[src/rtl/nand_pkg.sv]
// Shared definitions for the NAND operation sequencer: opcodes, cycle modes,
// ONFI command bytes, sequencer states and small byte-selection helpers.
package nand_pkg;

    typedef enum logic [1:0] {
        OP_READ    = 2'd0,
        OP_PROGRAM = 2'd1,
        OP_ERASE   = 2'd2,
        OP_RESET   = 2'd3
    } op_t;

    localparam logic [1:0] MODE_CMD  = 2'd0;
    localparam logic [1:0] MODE_ADDR = 2'd1;
    localparam logic [1:0] MODE_DIN  = 2'd2;
    localparam logic [1:0] MODE_DOUT = 2'd3;

    localparam logic [7:0] CMD_READ1  = 8'h00;
    localparam logic [7:0] CMD_READ2  = 8'h30;
    localparam logic [7:0] CMD_PROG1  = 8'h80;
    localparam logic [7:0] CMD_PROG2  = 8'h10;
    localparam logic [7:0] CMD_ERASE1 = 8'h60;
    localparam logic [7:0] CMD_ERASE2 = 8'hD0;
    localparam logic [7:0] CMD_STATUS = 8'h70;
    localparam logic [7:0] CMD_RESET  = 8'hFF;

    typedef enum logic [3:0] {
        IDLE     = 4'd0,
        CMD1     = 4'd1,
        ADDR     = 4'd2,
        DATA_IN  = 4'd3,
        CMD2     = 4'd4,
        WAIT_WB  = 4'd5,
        WAIT_RB  = 4'd6,
        DATA_OUT = 4'd7,
        STAT_CMD = 4'd8,
        STAT_RD  = 4'd9,
        DONE     = 4'd10
    } state_t;

    // First command byte of each operation.
    function automatic logic [7:0] cmd1_byte(input op_t op);
        logic [7:0] b;
        case (op)
            OP_READ:    b = CMD_READ1;
            OP_PROGRAM: b = CMD_PROG1;
            OP_ERASE:   b = CMD_ERASE1;
            OP_RESET:   b = CMD_RESET;
            default:    b = CMD_RESET;
        endcase
        return b;
    endfunction

    // Confirm command byte; RESET has none and never reaches CMD2.
    function automatic logic [7:0] cmd2_byte(input op_t op);
        logic [7:0] b;
        case (op)
            OP_READ:    b = CMD_READ2;
            OP_PROGRAM: b = CMD_PROG2;
            OP_ERASE:   b = CMD_ERASE2;
            default:    b = 8'h00;
        endcase
        return b;
    endfunction

    // Address byte by slot: 0-1 column low/high, 2-4 row low/mid/high.
    function automatic logic [7:0] addr_byte(input logic [2:0] idx,
                                             input logic [15:0] col,
                                             input logic [23:0] row);
        logic [7:0] b;
        case (idx)
            3'd0:    b = col[7:0];
            3'd1:    b = col[15:8];
            3'd2:    b = row[7:0];
            3'd3:    b = row[15:8];
            3'd4:    b = row[23:16];
            default: b = 8'h00;
        endcase
        return b;
    endfunction

endpackage

[src/rtl/nand_rb_sync.sv]
// Two-flop synchronizer for the asynchronous NAND ready/busy line.
module nand_rb_sync (
    input  logic clk,
    input  logic nRST,
    input  logic async_in,
    output logic sync_out
);

    logic meta_r;
    logic sync_r;

    // Double-register the asynchronous input to settle metastability.
    always_ff @(posedge clk or negedge nRST) begin
        if (!nRST) begin
            meta_r <= 1'b0;
            sync_r <= 1'b0;
        end else begin
            meta_r <= async_in;
            sync_r <= meta_r;
        end
    end

    assign sync_out = sync_r;

endmodule

[src/rtl/nand_op_sequencer.sv]
// Expands page-level NAND operations into command/address/data cycles for
// the cycle engine, waits on ready/busy and reports completion/status.
module nand_op_sequencer
    import nand_pkg::*;
#(
    parameter int PAGE_BYTES     = 2048,
    parameter int WB_CYCLES      = 4,
    parameter int TIMEOUT_CYCLES = 1000000
) (
    input  logic        clk,
    input  logic        nRST,
    input  logic        op_valid,
    output logic        op_ready,
    input  logic [1:0]  op_code,
    input  logic [15:0] col_addr,
    input  logic [23:0] row_addr,
    input  logic [7:0]  wr_data,
    input  logic        wr_valid,
    output logic        wr_ready,
    output logic [7:0]  rd_data,
    output logic        rd_valid,
    output logic        cyc_valid,
    input  logic        cyc_ready,
    output logic [1:0]  cyc_mode,
    output logic [7:0]  cyc_byte,
    input  logic        cyc_rvalid,
    input  logic [7:0]  cyc_rdata,
    input  logic        rb,
    output logic        done,
    output logic        done_err
);

    localparam int CNT_W = $clog2(PAGE_BYTES + 1);
    localparam int WB_W  = $clog2(WB_CYCLES + 1);
    localparam int TO_W  = $clog2(TIMEOUT_CYCLES + 1);
    localparam logic [CNT_W-1:0] LAST_BYTE = CNT_W'(PAGE_BYTES - 1);
    localparam logic [CNT_W-1:0] CNT_ONE   = CNT_W'(1);
    localparam logic [WB_W-1:0]  WB_LAST   = WB_W'(WB_CYCLES - 1);
    localparam logic [WB_W-1:0]  WB_ONE    = WB_W'(1);
    localparam logic [TO_W-1:0]  TO_LAST   = TO_W'(TIMEOUT_CYCLES - 1);
    localparam logic [TO_W-1:0]  TO_ONE    = TO_W'(1);

    state_t            state_r, state_s;
    op_t               op_r, op_s;
    logic [15:0]       col_r, col_s;
    logic [23:0]       row_r, row_s;
    logic [2:0]        addr_idx_r, addr_idx_s;
    logic [CNT_W-1:0]  byte_cnt_r, byte_cnt_s;
    logic [WB_W-1:0]   wb_cnt_r, wb_cnt_s;
    logic [TO_W-1:0]   to_cnt_r, to_cnt_s;
    logic              rd_pend_r, rd_pend_s;
    logic              cyc_valid_r, cyc_valid_s;
    logic [1:0]        cyc_mode_r, cyc_mode_s;
    logic [7:0]        cyc_byte_r, cyc_byte_s;
    logic [7:0]        rd_data_r, rd_data_s;
    logic              rd_valid_r, rd_valid_s;
    logic              done_r, done_s;
    logic              done_err_r, done_err_s;
    logic              rb_sync_s;
    logic              hs_s;

    nand_rb_sync u_rb_sync (
        .clk      (clk),
        .nRST     (nRST),
        .async_in (rb),
        .sync_out (rb_sync_s)
    );

    // A registered cycle request completes when the engine accepts it.
    assign hs_s = cyc_valid_r && cyc_ready;

    // Sequencer state and registered outputs.
    always_ff @(posedge clk or negedge nRST) begin
        if (!nRST) begin
            state_r     <= IDLE;
            op_r        <= OP_READ;
            col_r       <= 16'h0000;
            row_r       <= 24'h000000;
            addr_idx_r  <= 3'd0;
            byte_cnt_r  <= '0;
            wb_cnt_r    <= '0;
            to_cnt_r    <= '0;
            rd_pend_r   <= 1'b0;
            cyc_valid_r <= 1'b0;
            cyc_mode_r  <= 2'd0;
            cyc_byte_r  <= 8'h00;
            rd_data_r   <= 8'h00;
            rd_valid_r  <= 1'b0;
            done_r      <= 1'b0;
            done_err_r  <= 1'b0;
        end else begin
            state_r     <= state_s;
            op_r        <= op_s;
            col_r       <= col_s;
            row_r       <= row_s;
            addr_idx_r  <= addr_idx_s;
            byte_cnt_r  <= byte_cnt_s;
            wb_cnt_r    <= wb_cnt_s;
            to_cnt_r    <= to_cnt_s;
            rd_pend_r   <= rd_pend_s;
            cyc_valid_r <= cyc_valid_s;
            cyc_mode_r  <= cyc_mode_s;
            cyc_byte_r  <= cyc_byte_s;
            rd_data_r   <= rd_data_s;
            rd_valid_r  <= rd_valid_s;
            done_r      <= done_s;
            done_err_r  <= done_err_s;
        end
    end

    // Next-state logic: one request per cycle, a bubble after each handshake,
    // and a single outstanding data-out cycle.
    always_comb begin
        state_s     = state_r;
        op_s        = op_r;
        col_s       = col_r;
        row_s       = row_r;
        addr_idx_s  = addr_idx_r;
        byte_cnt_s  = byte_cnt_r;
        wb_cnt_s    = wb_cnt_r;
        to_cnt_s    = to_cnt_r;
        rd_pend_s   = rd_pend_r;
        cyc_valid_s = cyc_valid_r;
        cyc_mode_s  = cyc_mode_r;
        cyc_byte_s  = cyc_byte_r;
        rd_data_s   = rd_data_r;
        rd_valid_s  = 1'b0;
        done_s      = 1'b0;
        done_err_s  = 1'b0;
        case (state_r)
            IDLE: begin
                if (op_valid) begin
                    op_s        = op_t'(op_code);
                    col_s       = col_addr;
                    row_s       = row_addr;
                    state_s     = CMD1;
                    cyc_valid_s = 1'b1;
                    cyc_mode_s  = MODE_CMD;
                    cyc_byte_s  = cmd1_byte(op_t'(op_code));
                end else begin
                    state_s = IDLE;
                end
            end
            CMD1: begin
                if (hs_s) begin
                    cyc_valid_s = 1'b0;
                    if (op_r == OP_RESET) begin
                        state_s  = WAIT_WB;
                        wb_cnt_s = '0;
                    end else begin
                        state_s    = ADDR;
                        addr_idx_s = (op_r == OP_ERASE) ? 3'd2 : 3'd0;
                    end
                end else begin
                    state_s = CMD1;
                end
            end
            ADDR: begin
                if (!cyc_valid_r) begin
                    cyc_valid_s = 1'b1;
                    cyc_mode_s  = MODE_ADDR;
                    cyc_byte_s  = addr_byte(addr_idx_r, col_r, row_r);
                end else if (hs_s) begin
                    cyc_valid_s = 1'b0;
                    if (addr_idx_r == 3'd4) begin
                        if (op_r == OP_PROGRAM) begin
                            state_s    = DATA_IN;
                            byte_cnt_s = '0;
                            cyc_mode_s = MODE_DIN;
                            cyc_byte_s = 8'h00;
                        end else begin
                            state_s = CMD2;
                        end
                    end else begin
                        addr_idx_s = addr_idx_r + 3'd1;
                    end
                end else begin
                    state_s = ADDR;
                end
            end
            DATA_IN: begin
                // Request/byte pass straight through from the write stream.
                if (wr_valid && cyc_ready) begin
                    byte_cnt_s = byte_cnt_r + CNT_ONE;
                    if (byte_cnt_r == LAST_BYTE) begin
                        state_s = CMD2;
                    end else begin
                        state_s = DATA_IN;
                    end
                end else begin
                    state_s = DATA_IN;
                end
            end
            CMD2: begin
                if (!cyc_valid_r) begin
                    cyc_valid_s = 1'b1;
                    cyc_mode_s  = MODE_CMD;
                    cyc_byte_s  = cmd2_byte(op_r);
                end else if (hs_s) begin
                    cyc_valid_s = 1'b0;
                    state_s     = WAIT_WB;
                    wb_cnt_s    = '0;
                end else begin
                    state_s = CMD2;
                end
            end
            WAIT_WB: begin
                if (wb_cnt_r == WB_LAST) begin
                    state_s  = WAIT_RB;
                    to_cnt_s = '0;
                end else begin
                    wb_cnt_s = wb_cnt_r + WB_ONE;
                end
            end
            WAIT_RB: begin
                if (rb_sync_s) begin
                    case (op_r)
                        OP_READ: begin
                            state_s    = DATA_OUT;
                            byte_cnt_s = '0;
                            rd_pend_s  = 1'b0;
                        end
                        OP_RESET: begin
                            state_s = DONE;
                            done_s  = 1'b1;
                        end
                        default: begin
                            state_s = STAT_CMD;
                        end
                    endcase
                end else if (to_cnt_r == TO_LAST) begin
                    state_s    = DONE;
                    done_s     = 1'b1;
                    done_err_s = 1'b1;
                end else begin
                    to_cnt_s = to_cnt_r + TO_ONE;
                end
            end
            DATA_OUT: begin
                if (rd_pend_r || hs_s) begin
                    if (hs_s) begin
                        cyc_valid_s = 1'b0;
                    end else begin
                        cyc_valid_s = cyc_valid_r;
                    end
                    if (cyc_rvalid) begin
                        rd_pend_s  = 1'b0;
                        rd_data_s  = cyc_rdata;
                        rd_valid_s = 1'b1;
                        byte_cnt_s = byte_cnt_r + CNT_ONE;
                        if (byte_cnt_r == LAST_BYTE) begin
                            state_s = DONE;
                            done_s  = 1'b1;
                        end else begin
                            state_s = DATA_OUT;
                        end
                    end else begin
                        rd_pend_s = 1'b1;
                    end
                end else if (!cyc_valid_r) begin
                    cyc_valid_s = 1'b1;
                    cyc_mode_s  = MODE_DOUT;
                    cyc_byte_s  = 8'h00;
                end else begin
                    state_s = DATA_OUT;
                end
            end
            STAT_CMD: begin
                if (!cyc_valid_r) begin
                    cyc_valid_s = 1'b1;
                    cyc_mode_s  = MODE_CMD;
                    cyc_byte_s  = CMD_STATUS;
                end else if (hs_s) begin
                    cyc_valid_s = 1'b0;
                    state_s     = STAT_RD;
                    rd_pend_s   = 1'b0;
                end else begin
                    state_s = STAT_CMD;
                end
            end
            STAT_RD: begin
                if (rd_pend_r || hs_s) begin
                    if (hs_s) begin
                        cyc_valid_s = 1'b0;
                    end else begin
                        cyc_valid_s = cyc_valid_r;
                    end
                    if (cyc_rvalid) begin
                        rd_pend_s  = 1'b0;
                        rd_data_s  = cyc_rdata;
                        state_s    = DONE;
                        done_s     = 1'b1;
                        done_err_s = cyc_rdata[0];
                    end else begin
                        rd_pend_s = 1'b1;
                    end
                end else if (!cyc_valid_r) begin
                    cyc_valid_s = 1'b1;
                    cyc_mode_s  = MODE_DOUT;
                    cyc_byte_s  = 8'h00;
                end else begin
                    state_s = STAT_RD;
                end
            end
            DONE: begin
                state_s = IDLE;
            end
            default: begin
                state_s     = IDLE;
                cyc_valid_s = 1'b0;
            end
        endcase
    end

    assign op_ready  = (state_r == IDLE) && nRST;
    assign cyc_valid = (state_r == DATA_IN) ? wr_valid : cyc_valid_r;
    assign cyc_byte  = (state_r == DATA_IN) ? wr_data  : cyc_byte_r;
    assign cyc_mode  = cyc_mode_r;
    assign wr_ready  = (state_r == DATA_IN) && cyc_ready;
    assign rd_data   = rd_data_r;
    assign rd_valid  = rd_valid_r;
    assign done      = done_r;
    assign done_err  = done_err_r;

endmodule

[config.mk]
export PLATFORM = sky130hd
export DESIGN_NAME = nand_op_sequencer
export DESIGN_NICKNAME = d
export VERILOG_FILES = /design/src/rtl/nand_pkg.sv /design/src/rtl/nand_rb_sync.sv /design/src/rtl/nand_op_sequencer.sv
export SDC_FILE = /design/constraint.sdc
export NUM_CORES = 1
export LEC_CHECK = 0
export ABC_AREA = 1
export BUFFER_PORTS_ARGS = -buffer_cell sky130_fd_sc_hd__buf_2
export CORE_MARGIN = 5
export CORE_UTILIZATION = 58
export DETAILED_ROUTE_END_ITERATION = 10
export GPL_ROUTABILITY_DRIVEN = 0
export GPL_TIMING_DRIVEN = 0
export PLACE_DENSITY = 0.92
export SLEW_MARGIN = 10
export SYNTH_ARGS = -nofsm -noshare
export SYNTH_HDL_FRONTEND = slang
export SYNTH_HIERARCHICAL = 1
export SYNTH_SLANG_ARGS = --single-unit
[constraint.sdc]
create_clock -name clk -period 2.2 [get_ports clk]
set_clock_uncertainty 0.05 [all_clocks]
set_input_delay 0.22 -clock clk [delete_from_list [all_inputs] [get_ports clk]]
set_output_delay 0.22 -clock clk [all_outputs]
set_load 0.1 [all_outputs]
### After elaboration in Yosys (flattened, before gate mapping)

Index checks and enable logic that the tools add are counted.

* word-level logic and storage cells: 217
* output and inout port bits: 24
* register bits: 109
* input port bits: 65

* muxes and demuxes: 103
* add/subtract/negate cells: 4
* equality and inequality tests: 60
* reductions and logical operators: 31
* bitwise gates (word level): 1

Operators by type and width (count)
* 12-bit two-way mux: 9
* 8-bit two-way mux: 10
* 8-bit case mux with 5 select lines: 2
* 4-bit two-way mux: 17
* 20-bit two-way mux: 3
* 2-bit != test, second input constant: 25
* 12-bit case mux with 4 select lines: 1
* 20-bit case mux with 2 select lines: 1
* 4-bit case mux with 10 select lines: 1
* 3-bit two-way mux: 13
* 8-bit case mux with 4 select lines: 1
* 1-bit two-way mux: 27
* 3-bit != test, second input constant: 8
* 8-bit case mux with 3 select lines: 1
* 20-bit by 1-bit adder with 20-bit output, second input constant: 1
* 20-bit equality test, second input constant: 1
* 10-bit AND reduction: 2
* 2-bit two-way mux: 9
* 6-bit AND reduction: 3
* 4-bit by 3-bit equality test with 1-bit output, second input constant: 4
* 12-bit by 1-bit adder with 12-bit output, second input constant: 1
* 12-bit by 11-bit equality test with 1-bit output, second input constant: 1
* 4-bit equality test, second input constant: 3
* 3-bit by 2-bit equality test with 1-bit output, second input constant: 3
* 34 further kinds: 52

### Logic depth before layout (Yosys ltp)

* depth after elaboration: 6
* gate-level depth with buffers: 13
* depth with buffers taken out: 12

### By module

Netlist, hierarchy kept.

By module, submodules not included
* nand_op_sequencer: sequential area each 2677.6 sq um, times used 1, area an instance 6324.8 sq um, cells each 909
* nand_rb_sync: sequential area each 50.0 sq um, times used 1, area an instance 50.0 sq um, cells each 2

### Least setup slack after synthesis

OpenSTA, ideal clock, no wires.

* kind: register to output
* start: register state_r[2]
* end: output port cyc_valid
* path slack: -1082 ps
* buffers on the path: 1
* stages on the path, launching flop included: 6
* data arrival time: 3012 ps
* data required time: 1930 ps
* cells stage by stage: dfrtp_1 > inv_1 > nand2_2 > nor2_1 > clkbuf_1 > o21ai_0

* longest elaborated chain between the ends: 2

Ends and longest elaborated chain
* start, declared: RTL line nand_op_sequencer.sv:43 `state_t state_r, state_s;`
* start signal, assigned: RTL line nand_op_sequencer.sv:92 `state_r <= state_s;`
* 4-bit by 2-bit equality test with 1-bit output: RTL line nand_op_sequencer.sv:316 `assign cyc_valid = (state_r == DATA_IN) ? wr_valid : cyc_valid_r;`
* 1-bit two-way mux: RTL line nand_op_sequencer.sv:316
* end, declared: RTL line nand_op_sequencer.sv:22 `output logic cyc_valid,`

No other way between the ends.

### Final worst setup path

* start: register state_r[3]
* end: output port cyc_byte[6]

* longest elaborated chain between the ends: 2

Ends and longest elaborated chain
* 4-bit by 2-bit equality test with 1-bit output: RTL line nand_op_sequencer.sv:317 `assign cyc_byte = (state_r == DATA_IN) ? wr_data : cyc_byte_r;`
* 8-bit two-way mux: RTL line nand_op_sequencer.sv:317
* end, declared: RTL line nand_op_sequencer.sv:25 `output logic [7:0] cyc_byte,`

No other way between the ends.

==> impl_summary.md <==
Status
The run finished, with violations left. The checks that failed: hold timing.

Power
The worst-case IR drop observed on VDD is 1900 uV. The leakage power is 3.97 nW. The share of power burned in registers is 32.4%.

The power density over cell area is 1210 nW/um^2. Net switching is 50.6% of the power. Per report_power, the clock group accounts for 14.4% of the total.

Combinational logic burns 53.3% of the power. The internal portion of the total power is 4.62 mW. In this run the power spent charging and discharging nets is 4.72 mW.

Die
The number of top-level pins is 89. The standard cell core area is 10800 sq um. The die width is 115 um.

The die covers 13200 sq um. The height of the die is 115 um. Once the floorplan was initialized, standard cells occupied 59.1% of the core. In this run the core area contains 38 standard-cell rows.

Clocking
The clock root buffer is clkbuf_8. The clock passes through at most 2 buffers. Clock latency on the worst-skew pair, taken at its later pin, is 0.40 ns. TritonCTS built the clock tree. The number of sinks on the clock net is 109.

Clock tree synthesis inserted a total of 9 buffers. The H-tree was split into 3 levels. The register clock-pin slew on the reported worst setup and hold paths is 0.11 ns.

STA
Measured against its own limit, the worst slew margin works out to 66.8%. After layout, the minimum clock period comes to 2.16 ns. The actual slew at the worst max-slew pin is 0.502 ns. The max-slew violation count is 0. The count of endpoints failing hold in the final timing report came to 2. The final count of negative-setup-slack endpoints is 0. Based on the critical path, the design can be clocked at up to 464 MHz. The share of the clock period used by the worst path is 98.0%.

The worst hold slack is -0.00560 ns. Adding up every negative setup slack in the final design gives 0 ns.

Layout
Of the cells placed in the final design, the portion with a size suffix greater than 1 is 16.9%. The number of filler cells placed in the layout is 754. The final non-filler cell area is 7710 sq um.

0 antenna diodes ended up in the layout. The sequential cell area is 2730 sq um. The final net count is 1123. Once layout is complete, the utilization of the core stands at 71.4%. The area of the multi-input gates is 3250 sq um. The area growth from synthesis to final layout is 21.0%.

Synth
Yosys mapped the design onto 34 distinct sky130hd cell types. Of the synthesized area, sequential elements account for 42.8%. The synthesized area is 6370 sq um.

The average instance in the mapped netlist occupies 7.00 sq um. The synthesized net count is 989. The total number of yosys warnings is 6. The number of flip-flops and latches in the synthesized netlist is 109. The synthesized instance count is 911.

Critical path
The setup path with the least slack is of type flop to primary output. The slowest stage cell on the critical path is dfrtp_2. The endpoint required time on the critical path is 1.93 ns. The data arrival time at the worst-slack endpoint is 1.89 ns. The largest single stage delay on the critical path is 0.47 ns. The worst setup path is captured at a primary output.

In this run the worst path has a maximum fanout of 10. The type of element launching the critical path is a flop. Counting stages on the worst path, the most repeated cell is nand2_1.

The critical path goes through inv_2, nand2_2, nor2_4, clkbuf_4, nand2_1, nand2_1, buf_6.

Global route
In the global route stage, met1 resource usage came out at 35.1%. The global routing stage identified its most utilized layer as met2. The met2 usage is 44.9%. The overall fraction of global-route tracks in use is 27.0%. The via count of the first global-routing pass is 6340.

The total overflow left after global routing is 0. Entering global routing, the biggest net connects 66 pins. The initial antenna violation count is 0. For met3 alone, demand over resource in global routing was 5.00%.

The wire length of the first global-routing pass is 29100 um.

Routing
The DRC violation count after routing is 0. Wires add up to 17500 um. The routed wire length per instance is 14.7 um. The first routing iteration left 680 violations.

For this block, the via count after detailed routing is 6509. The routed via count divided by cell count is 5.47. The pre-antenna-repair detailed-routing pass consisted of 6 iterations. The number of nets with antenna violations after routing is 0.

Place
Summed over all nets, the half-perimeter wirelength after detailed placement is 12000 um. The count of buffers added on input and output ports is 88. The placed standard-cell area is 7030 sq um.

Flow run
The max-capacitance violation count is 0.

Hold path
The class of the tightest hold or removal check is input port to flop.
==> what timing repair did <==
item                                    in CTS  in global routing
endpoints found under the setup margin      38                 49
resized for setup                           27                 18
pin swaps                                    0                  1
gates cloned                                 0                  0
hold buffers                                30                  2
buffers inserted                             0                  3
endpoints found under the hold margin       73                  2
==> registers in the layout, indices dropped and copies added (netlist names), 3 cells and up <==
name	flops
state_r	4
addr_idx_r	3
to_cnt_r	20
col_r	16
wb_cnt_r	3
cyc_byte_r	8
rd_data	8
row_r	24
byte_cnt_r	12
==> final cells by class <==
class / count / area share, %
clock inverters: 6 / 0.990
clock buffers: 10 / 1.78
inverters: 82 / 4.02
repair buffers: 124 / 11.7
multi-input cells: 700 / 42.2
flip-flops and latches: 109 / 35.5
well taps: 140 / 2.27
plain buffers: 19 / 1.57
==> placed cells by master (no fill, tap or decap), types with 3 or more instances in the layout <==
| master | n |
|---|---|
| nand2_1 | 370 |
| nand2_2 | 10 |
| mux2_2 | 8 |
| inv_6 | 3 |
| nand4_1 | 9 |
| nand3_2 | 4 |
| buf_6 | 14 |
| o21ai_1 | 7 |
| ha_1 | 11 |
| or2_2 | 3 |
| clkbuf_8 | 10 |
| clkbuf_1 | 3 |
| o21ai_0 | 48 |
| dlygate4sd3_1 | 32 |
| a21oi_1 | 11 |
| nor2_4 | 5 |
| nand3b_1 | 5 |
| nor3_1 | 7 |
| buf_4 | 6 |
| o21ai_2 | 5 |
| buf_2 | 82 |
| o211ai_1 | 3 |
| nor2_2 | 6 |
| dfrtp_1 | 104 |
| inv_1 | 76 |
| nand3_1 | 65 |
| nor2_1 | 102 |
| dfrtp_2 | 5 |
| xor2_1 | 9 |
| inv_2 | 4 |
==> metal layers <==
metal | wire (um) | share of wire (%)
met2 | 8600 | 49
met5 | 0 | 0
met3 | 1310 | 7.5
met1 | 7060 | 40
met4 | 507 | 2.9
==> final timing paths <==
| check | from | endpoint | depth (start not counted) | slack [ns] |
|---|---|---|---|---|
| worst max-delay path | state_r[3]$_DFFE_PN0P_ | cyc_byte[6] | 7 | 0.04 |
| worst min-delay path | row_addr[12] | row_r[12]$_DFFE_PN0P_ | 3 | -0.006 |
| worst max register to register | state_r[3]$_DFFE_PN0P_ | col_r[12]$_DFFE_PN0P_ | 6 | 0.13 |
| worst min register to register | u_rb_sync/meta_r$_DFF_PN0_ | u_rb_sync/sync_out$_DFF_PN0_ | 0 | 0.31 |
| max in group asynchronous | nRST | to_cnt_r[0]$_DFFE_PN0P_ | 3 | 1.15 |
| min in group asynchronous | nRST | col_r[2]$_DFFE_PN0P_ | 2 | 0.25 |
==> synthesized netlist by cell type <==
master,count,area (sq um)
or2_2,3,18.8
nor3_1,7,35.0
nor2_4,3,33.8
o21ai_2,5,43.8
mux2_2,8,90.1
a21oi_1,11,55.1
and3_1,2,12.5
o21bai_1,2,15.0
dfrtp_1,109,2730
clkinv_1,2,7.51
buf_6,3,33.8
o21ai_1,6,30.0
xnor2_1,2,17.5
nor2_1,106,398
nand3b_1,5,37.5
buf_4,3,22.5
buf_1,1,3.75
o211ai_1,3,22.5
inv_2,3,11.3
nand4_1,9,56.3
buf_2,7,35.0
nand2_1,371,1390
nor3_4,1,16.3
o21ai_0,49,245
and2_1,1,6.26
nand3_2,3,30.0
nand2_2,9,56.3
o22ai_1,2,12.5
xor2_1,9,78.8
inv_1,77,289
clkbuf_1,6,22.5
nand3_1,66,330
ha_1,13,163
nor2_2,4,25.0
==> critical path, delay by kind of cell (launching register included) <==
kind                   cells  cell delay, ns
buffers and inverters      3            0.55
and+or+nand+nor            4            0.47
DFF                        1            0.47
==> power groups by stage <==
stage          clock network (mW)  logic (mW)  registers, mW
2_1_floorplan                   0        3.25           3.21
3_3_place_gp                    0        4.36           2.99
3_5_place_dp                    0        4.50           3.02
4_1_cts                      1.33        4.74           2.99
5_1_grt                      1.41        5.46           3.08
6_report                     1.34        4.98           3.02
==> per-stage QoR <==
| step | cells | setup slack (ns) | power [mW] |
|---|---|---|---|
| 6_report | 1190 | 0.0445 | 9.34 |
| 3_5_place_dp | 1140 | -0.0858 | 7.52 |
| 3_3_place_gp | 1139 | -0.882 | 7.35 |
| 4_1_cts | 1185 | 0.00168 | 9.07 |
| 2_1_floorplan | 911 | -0.325 | 6.46 |
| 5_1_grt | 1190 | -0.0104 | 9.95 |
==> kinds of logic after synthesis <==
group	Yosys count	share of synthesized area, %
buffers and inverters	102	6.67
AO/OA/AOI/OAI	78	6.65
adder cells (fa/ha/maj)	13	2.55
multiplexers	8	1.41
AND/OR/NAND/NOR	590	38.4
flip-flops	109	42.8
XOR/XNOR	11	1.51
(Power assumes the default switching activity.)
